## src/rtl/unreg_rx_pkg.sv

```systemverilog
// Shared types and helpers for the serial word receiver.
// No logic of its own; imported by unreg_word_rx and unreg_rx_outbuf.
// Holds the FSM state encoding, default word width and the parity check.
package unreg_rx_pkg;

    typedef enum logic [1:0] {
        IDLE  = 2'd0,
        SHIFT = 2'd1,
        PAR   = 2'd2
    } rx_state_t;

    localparam int DEF_WIDTH = 16;

    // Even parity: data bits plus parity bit must XOR to zero.
    function automatic logic par_ok(input logic [31:0] word, input logic par_bit);
        return ~(^{word, par_bit});
    endfunction

endpackage

```

## src/rtl/unreg_rx_outbuf.sv

```systemverilog
// Single-entry valid/ready output register with sticky overrun detection.
// Latency: a load appears on m_data/m_valid one clock after the load edge.
// Backpressure: while full and not consumed, new loads are dropped and flag overrun.
module unreg_rx_outbuf #(
    parameter int WIDTH = 16
) (
    input  logic             clk,
    input  logic             rst,
    input  logic             load,
    input  logic [WIDTH-1:0] load_data,
    input  logic             m_ready,
    input  logic             clr_err,
    output logic [WIDTH-1:0] m_data,
    output logic             m_valid,
    output logic             overrun
);

    logic has_room;
    logic drop;

    // A consume on the same edge frees the slot for the incoming word.
    assign has_room = ~m_valid | m_ready;
    assign drop     = load & ~has_room;

    always_ff @(posedge clk or posedge rst) begin
        if (rst) begin
            m_data  <= '0;
            m_valid <= 1'b0;
            overrun <= 1'b0;
        end else begin
            if (load && has_room) begin
                m_data  <= load_data;
                m_valid <= 1'b1;
            end else if (m_valid && m_ready) begin
                m_valid <= 1'b0;
            end
            overrun <= (overrun & ~clr_err) | drop;
        end
    end

endmodule

```

## src/rtl/unreg_word_rx.sv

```systemverilog
// Serial-to-parallel word receiver, MSB first; optional parity via UNREG_WORD_RX_PARITY_EN.
// Latency: word valid one clock after its last bit (or parity) beat.
// Backpressure: none on the serial side; a full output drops the word and sets overrun.
module unreg_word_rx
    import unreg_rx_pkg::*;
#(
    parameter int WIDTH = DEF_WIDTH,
    parameter int CNT_W = $clog2(WIDTH + 1)
) (
    input  logic             clk,
    input  logic             rst,
    input  logic             s_valid,
    input  logic             s_data,
    input  logic             s_start,
    output logic [WIDTH-1:0] m_data,
    output logic             m_valid,
    input  logic             m_ready,
    output logic             busy,
    output logic             overrun,
    output logic             frame_err,
    output logic             par_err,
    input  logic             clr_err
);

    rx_state_t        state;
    logic [WIDTH-1:0] sreg;
    logic [CNT_W-1:0] count;

    logic [WIDTH-1:0] next_word;
    logic             last_bit;
    logic             frame_fault;
    logic             load;
    logic [WIDTH-1:0] load_data;

    assign next_word   = {sreg[WIDTH-2:0], s_data};
    assign last_bit    = (count == CNT_W'(WIDTH - 1));
    assign frame_fault = s_valid & s_start & (state != IDLE);
    assign busy        = (state != IDLE);

`ifdef UNREG_WORD_RX_PARITY_EN
    logic par_fault;

    assign load      = s_valid & ~s_start & (state == PAR) & par_ok(32'(sreg), s_data);
    assign load_data = sreg;
    assign par_fault = s_valid & ~s_start & (state == PAR) & ~par_ok(32'(sreg), s_data);

    always_ff @(posedge clk or posedge rst) begin
        if (rst) begin
            par_err <= 1'b0;
        end else begin
            par_err <= (par_err & ~clr_err) | par_fault;
        end
    end
`else
    assign load      = s_valid & ~s_start & (state == SHIFT) & last_bit;
    assign load_data = next_word;
    assign par_err   = 1'b0;
`endif

    always_ff @(posedge clk or posedge rst) begin
        if (rst) begin
            state     <= IDLE;
            sreg      <= '0;
            count     <= '0;
            frame_err <= 1'b0;
        end else begin
            frame_err <= (frame_err & ~clr_err) | frame_fault;
            if (s_valid) begin
                case (state)
                    IDLE: begin
                        if (s_start) begin
                            sreg  <= next_word;
                            count <= CNT_W'(1);
                            state <= SHIFT;
                        end
                    end
                    SHIFT: begin
                        sreg <= next_word;
                        if (s_start) begin
                            count <= CNT_W'(1);
                        end else if (last_bit) begin
                            count <= '0;
`ifdef UNREG_WORD_RX_PARITY_EN
                            state <= PAR;
`else
                            state <= IDLE;
`endif
                        end else begin
                            count <= count + CNT_W'(1);
                        end
                    end
                    PAR: begin
                        // A start on the parity beat opens a fresh frame.
                        if (s_start) begin
                            sreg  <= next_word;
                            count <= CNT_W'(1);
                            state <= SHIFT;
                        end else begin
                            count <= '0;
                            state <= IDLE;
                        end
                    end
                    default: state <= IDLE;
                endcase
            end
        end
    end

    unreg_rx_outbuf #(
        .WIDTH(WIDTH)
    ) u_outbuf (
        .clk       (clk),
        .rst       (rst),
        .load      (load),
        .load_data (load_data),
        .m_ready   (m_ready),
        .clr_err   (clr_err),
        .m_data    (m_data),
        .m_valid   (m_valid),
        .overrun   (overrun)
    );

endmodule
```

## config.mk

```make
export PLATFORM = sky130hd
export DESIGN_NAME = unreg_word_rx
export DESIGN_NICKNAME = d
export VERILOG_FILES = /design/src/rtl/unreg_rx_pkg.sv /design/src/rtl/unreg_rx_outbuf.sv /design/src/rtl/unreg_word_rx.sv
export SDC_FILE = /design/constraint.sdc
export NUM_CORES = 1
export LEC_CHECK = 0
export ABC_AREA = 1
export CORE_MARGIN = 2
export CORE_UTILIZATION = 47
export CTS_CLUSTER_SIZE = 20
export DETAILED_ROUTE_END_ITERATION = 8
export PLACE_DENSITY = 0.83
export SETUP_SLACK_MARGIN = 0.15
export SYNTH_ARGS = -nofsm -noshare
export SYNTH_HDL_FRONTEND = slang
export SYNTH_SLANG_ARGS = --single-unit
```

## constraint.sdc

```tcl
create_clock -name clk -period 1.26 [get_ports clk]
set_input_delay 0.252 -clock clk [delete_from_list [all_inputs] [get_ports clk]]
set_output_delay 0.252 -clock clk [all_outputs]
set_load 0.02 [all_outputs]
```

Word level (Yosys, flattened, before mapping)
Cells that the tools add are included.

storage, ports and cells
  memory bits (read-only) = 0
  memory bits (writable) = 0
  word-level logic and storage cells = 55
  memories kept = 0
  register bits = 41
  latch bits = 0

cells by class
  shifts and indexed selects = 0
  eq/ne operators = 7
  magnitude comparators = 0
  bitwise gates (word level) = 15
  muxes and demuxes = 14
  div/mod/pow operators = 0
  $add $sub $neg = 1
  multiply operators = 0
  reductions and logical operators = 11

operators by type and width
  operator                                                         number
  15-bit case mux with 2 select lines                              1
  15-bit 2-to-1 mux                                                1
  5-bit 2-to-1 mux                                                 3
  5-bit case mux with 3 select lines                               1
  1-bit AND                                                        8
  2-bit 2-to-1 mux                                                 3
  2-bit != test, second input constant                             3
  2-bit case mux with 3 select lines                               1
  3-bit AND reduction                                              2
  2-bit nonzero test                                               3
  5-bit by 1-bit adder with 5-bit output, second input constant    1
  5-bit by 4-bit == test with 1-bit output, second input constant  1
  1-bit 2-to-1 mux                                                 4
  1-bit inverter                                                   4
  4-bit AND reduction                                              1
  1-bit bitwise OR                                                 3
  3-bit nonzero test                                               1
  2-bit by 1-bit == test with 1-bit output, second input constant  1
  2-bit == test, second input constant                             1
  1-bit logical AND                                                2
  2-bit logical NOT                                                1
  2-bit by 1-bit != test with 1-bit output, second input constant  1
  2-bit OR reduction                                               1

Longest topological paths before layout
Gate-level depths: netlist of the first run.

  word-level depth = 6
  gate-level depth with buffers = 7

By module
A second synthesis of the first run with hierarchy kept.

second synthesis, totals
  cell total of the unflattened synthesis = 188
  area, all modules = 1685.4 µm²

modules (own cells, without submodules)
  module           area each (µm²)  seq. area each (µm²)  cells each  instances
  unreg_word_rx    953.4            550.5                 110         1
  unreg_rx_outbuf  732.0            450.4                 78          1

Worst setup path before layout of the first run
OpenSTA, ideal clock, no wires.

  path type = register -> register
  from = register count[0]
  to = register u_outbuf.m_data[4]
  path slack = -0.035 ns
  period minus slack after synthesis = 1.295 ns
  required time = 1.142 ns
  stages on the path, launching flop included = 8
  setup time = 0.118 ns
  arrival = 1.178 ns
  cell sequence = dfrtp_1 > ha_1 > nand3_2 > nor2_2 > nand3_2 > buf_6 > nand2_1 > nand2_1

on the way
  longest elaborated chain between the ends = 3

RTL lines
  element                                   RTL line               text
  from (decl)                               unreg_word_rx.sv:27    logic [CNT_W-1:0] count;
  from (signal assigned)                    unreg_word_rx.sv:89    count <= count + CNT_W'(1);
  5-bit by 4-bit == test with 1-bit output  unreg_word_rx.sv:36    assign last_bit = (count == CNT_W'(WIDTH - 1));
  1-bit AND                                 unreg_word_rx.sv:55    assign load = s_valid & ~s_start & (state == SHIFT) & last_bit;
  1-bit logical AND                         unreg_rx_outbuf.sv:31  if (load && has_room) begin
  to (signal assigned)                      unreg_rx_outbuf.sv:32  m_data <= load_data;
  to (decl)                                 unreg_rx_outbuf.sv:13  output logic [WIDTH-1:0] m_data,

No other way between the ends.
A chain may end at the register's enable or synchronous reset.

Worst setup path after layout of the first run
  from = register count[4]
  to = register u_outbuf.m_data[7]

The elaborated chain is that of the path after synthesis.

==> run metrics, run 1 <==
setup violators final 15; initial antenna violation count 0; CTS hold repair buffers 0; design area 2590 µm²; Critical Path Sink Type flip-flop; Vias/cell 5.09; worst setup margin -0.0600 ns; vias in the first global route 1,293; deepest clock path buffer count 2; RR Endpoint u_outbuf.m_data[7]; Non-Filler Instances 290; setup slack at placement -0.305 ns; number of synthesized flops with an enable pin 0; number of core rows 21; height of the die 64.2 µm; final core occ 75.9%; Mapped Nets 194; pin count of the biggest net entering global routing 41; share of cells above drive strength 1 45.5%; GRT overflow 0; Hold WC Path Type primary input to asynchronous set/reset pin; top post-synthesis cells by count nand2_1, dfrtp_1, nand3_1, inv_1, o21ai_0; RSZ-0062 raised after global routing yes; Total GRT Usage 18.7%; Highest Clock Rate 758 MHz; Synth top area share 58.8%; clock tree from TritonCTS built; met2 Use GR 31.3%; Yosys warning total 0; total power draw 2.62 mW; FF-to-FF path depth 6; DIE AREA 4120 µm²; clock root cell clkbuf_4; antenna cell count 0; # DRC 0; outcome finished, violations left; Power Density 1010 nW/µm²; Port Buf Inserts 26; Iteration-0 DRC Markers 69; Setup crit start kind flip-flop; worst-skew pair later-pin latency 0.35 ns; Yosys reg bits 40; total I/O pin count 28; GR peak layer met2; ys async rst share 100%; Starting Density 49.8%; cts bufs inserted 5; placed cell count 264; first-pass GRT wire length 6.01 mm; largest area contributor in the netlist dfrtp_1; DRT Wirelength 4.21 mm; GR Util met3 3.87%; placed cell area 2110 µm²; Setup TNS Final -0.516 ns; DP Wirelength 2.09 mm; Area contributors post-synth dfrtp_1, nand2_1, nand3_1; Die W 64.2 µm; WS Path Type flip-flop to flip-flop; CP Max Fanout 8; Critical Path RT 1.54 ns; flop2flop setup slack -0.06 ns; Pleak 1.37 nW; WHS 0.274 ns; min cycle time layout 1.32 ns; distinct cell type count after synthesis 23; fill count 215; area grow syn2layout 52.4%; ys flop type dfrtp_1; area of the multi-input gates 832 µm²; synthesized netlist cell count 186; maxcap violations 0; failing checks setup timing; Storage cell area 1000 µm²; Worst EP arrival 1.60 ns; via count 1,477; Max Clock Skew 0.0147 ns; H-tree levels 2; count leader, synth nand2_1; final RePlAce weighted congestion 0.772; antenna viol nets, final 0; Worst R2R Start count[4]; GRT met1 Usage 24.1%; NumNets Final 251; Slew Viols, Final 0; Final Hold Viols 0; worst vdd ir 795 µV; Worst-path clk slew 0.13 ns; core area 3420 µm²; final worst-path cycle share 105%; TritonRoute pass-1 iters 4; post-synthesis sequential area ratio 58.8%; clock sink count 40; synthesized area per cell 9.15 µm²; WL per Instance 14.5 µm; Syn Std Cell Area 1700 µm²
## metal layers
| metal | vias to the layer above | wire length [µm] |
|---|---|---|
| met3 | 12 | 185 |
| li1 | 695 | - |
| met5 | - | 0 |
| met2 | 44 | 2110 |
| met4 | 0 | 107 |
| met1 | 726 | 1800 |
## placed cells by master (no fill, tap or decap), drive strengths merged, types with 2 or more instances in the layout
| cell | n |
|---|---|
| o21ai | 4 |
| dfrtp | 40 |
| dlygate4sd2 | 2 |
| clkdlybuf4s50 | 4 |
| clkinvlp | 3 |
| buf | 47 |
| inv | 11 |
| o22ai | 2 |
| clkbuf | 6 |
| nand2 | 91 |
| nand3 | 20 |
| nor2 | 7 |
## how the worst max path moves through the flow
stage                         from  slack, ns                  end  cells past startpoint
after CTS                 count[0]      -0.02  u_outbuf.m_data[10]                      7
final                     count[4]      -0.06   u_outbuf.m_data[7]                      6
after global routing      count[4]      -0.09   u_outbuf.m_data[8]                      6
after global placement     s_valid      -0.28   u_outbuf.m_data[3]                      7
after floorplan           count[0]       0.02   u_outbuf.m_data[4]                      7
after detailed placement   s_valid      -0.31   u_outbuf.m_data[8]                      7
## sequential cells by signal, indices dropped and copies added (netlist names)
register	flops
u_outbuf.m_data	16
sreg	15
count	5
frame_err	1
state	1
u_outbuf.m_valid	1
u_outbuf.overrun	1
## final cells by class
class	instances	share of cell area, %
multi-input combinational	130	32.1
tap	46	2.22
clock buffer	6	1.98
sequential	40	38.7
inverter	11	2.22
timing repair buffer	53	21.6
clock inverter	2	0.579
timing repair inverter	2	0.676
## logic make-up (layout without fill, tap and decap cells)
family | after synthesis | in the layout | share of synthesized area (%)
buf+inv | 17 | 74 | 5.95
xor+xnor | 1 | 1 | 0.515
flops | 40 | 40 | 58.8
other cells | 1 | 1 | 0.220
fa+ha+maj | 1 | 1 | 0.735
compound gates | 8 | 8 | 2.65
simple gates | 118 | 119 | 31.1
## critical path: stages (launching register included)
cell	delay, ns
dfrtp_1	0.44
inv_2	0.14
nand4_4	0.16
buf_12	0.18
nor2_8	0.17
nand3_1	0.10
nand2_1	0.08
## report_power, final
group | switching [mW] | total (mW) | internal [mW]
registers | 0.131 | 1.52 | 1.39
logic | 0.222 | 0.412 | 0.190
clock network | 0.419 | 0.690 | 0.271
total | 0.771 | 2.62 | 1.85
## timing repair
item                                    in CTS  in global routing
pin swaps                                    4                 18
endpoints found under the setup margin      56                 56
gates resized for setup                    132                 52
setup buffers                                7                  7
gates cloned                                 2                  2
(Power assumes the default switching activity.)
==> run 2: changes to the inputs <==
Settings changed: CTS_CLUSTER_SIZE 20 to 12.
==> results of run 2 <==
The final DEF is identical to that of run 1; final timing and power are the same.
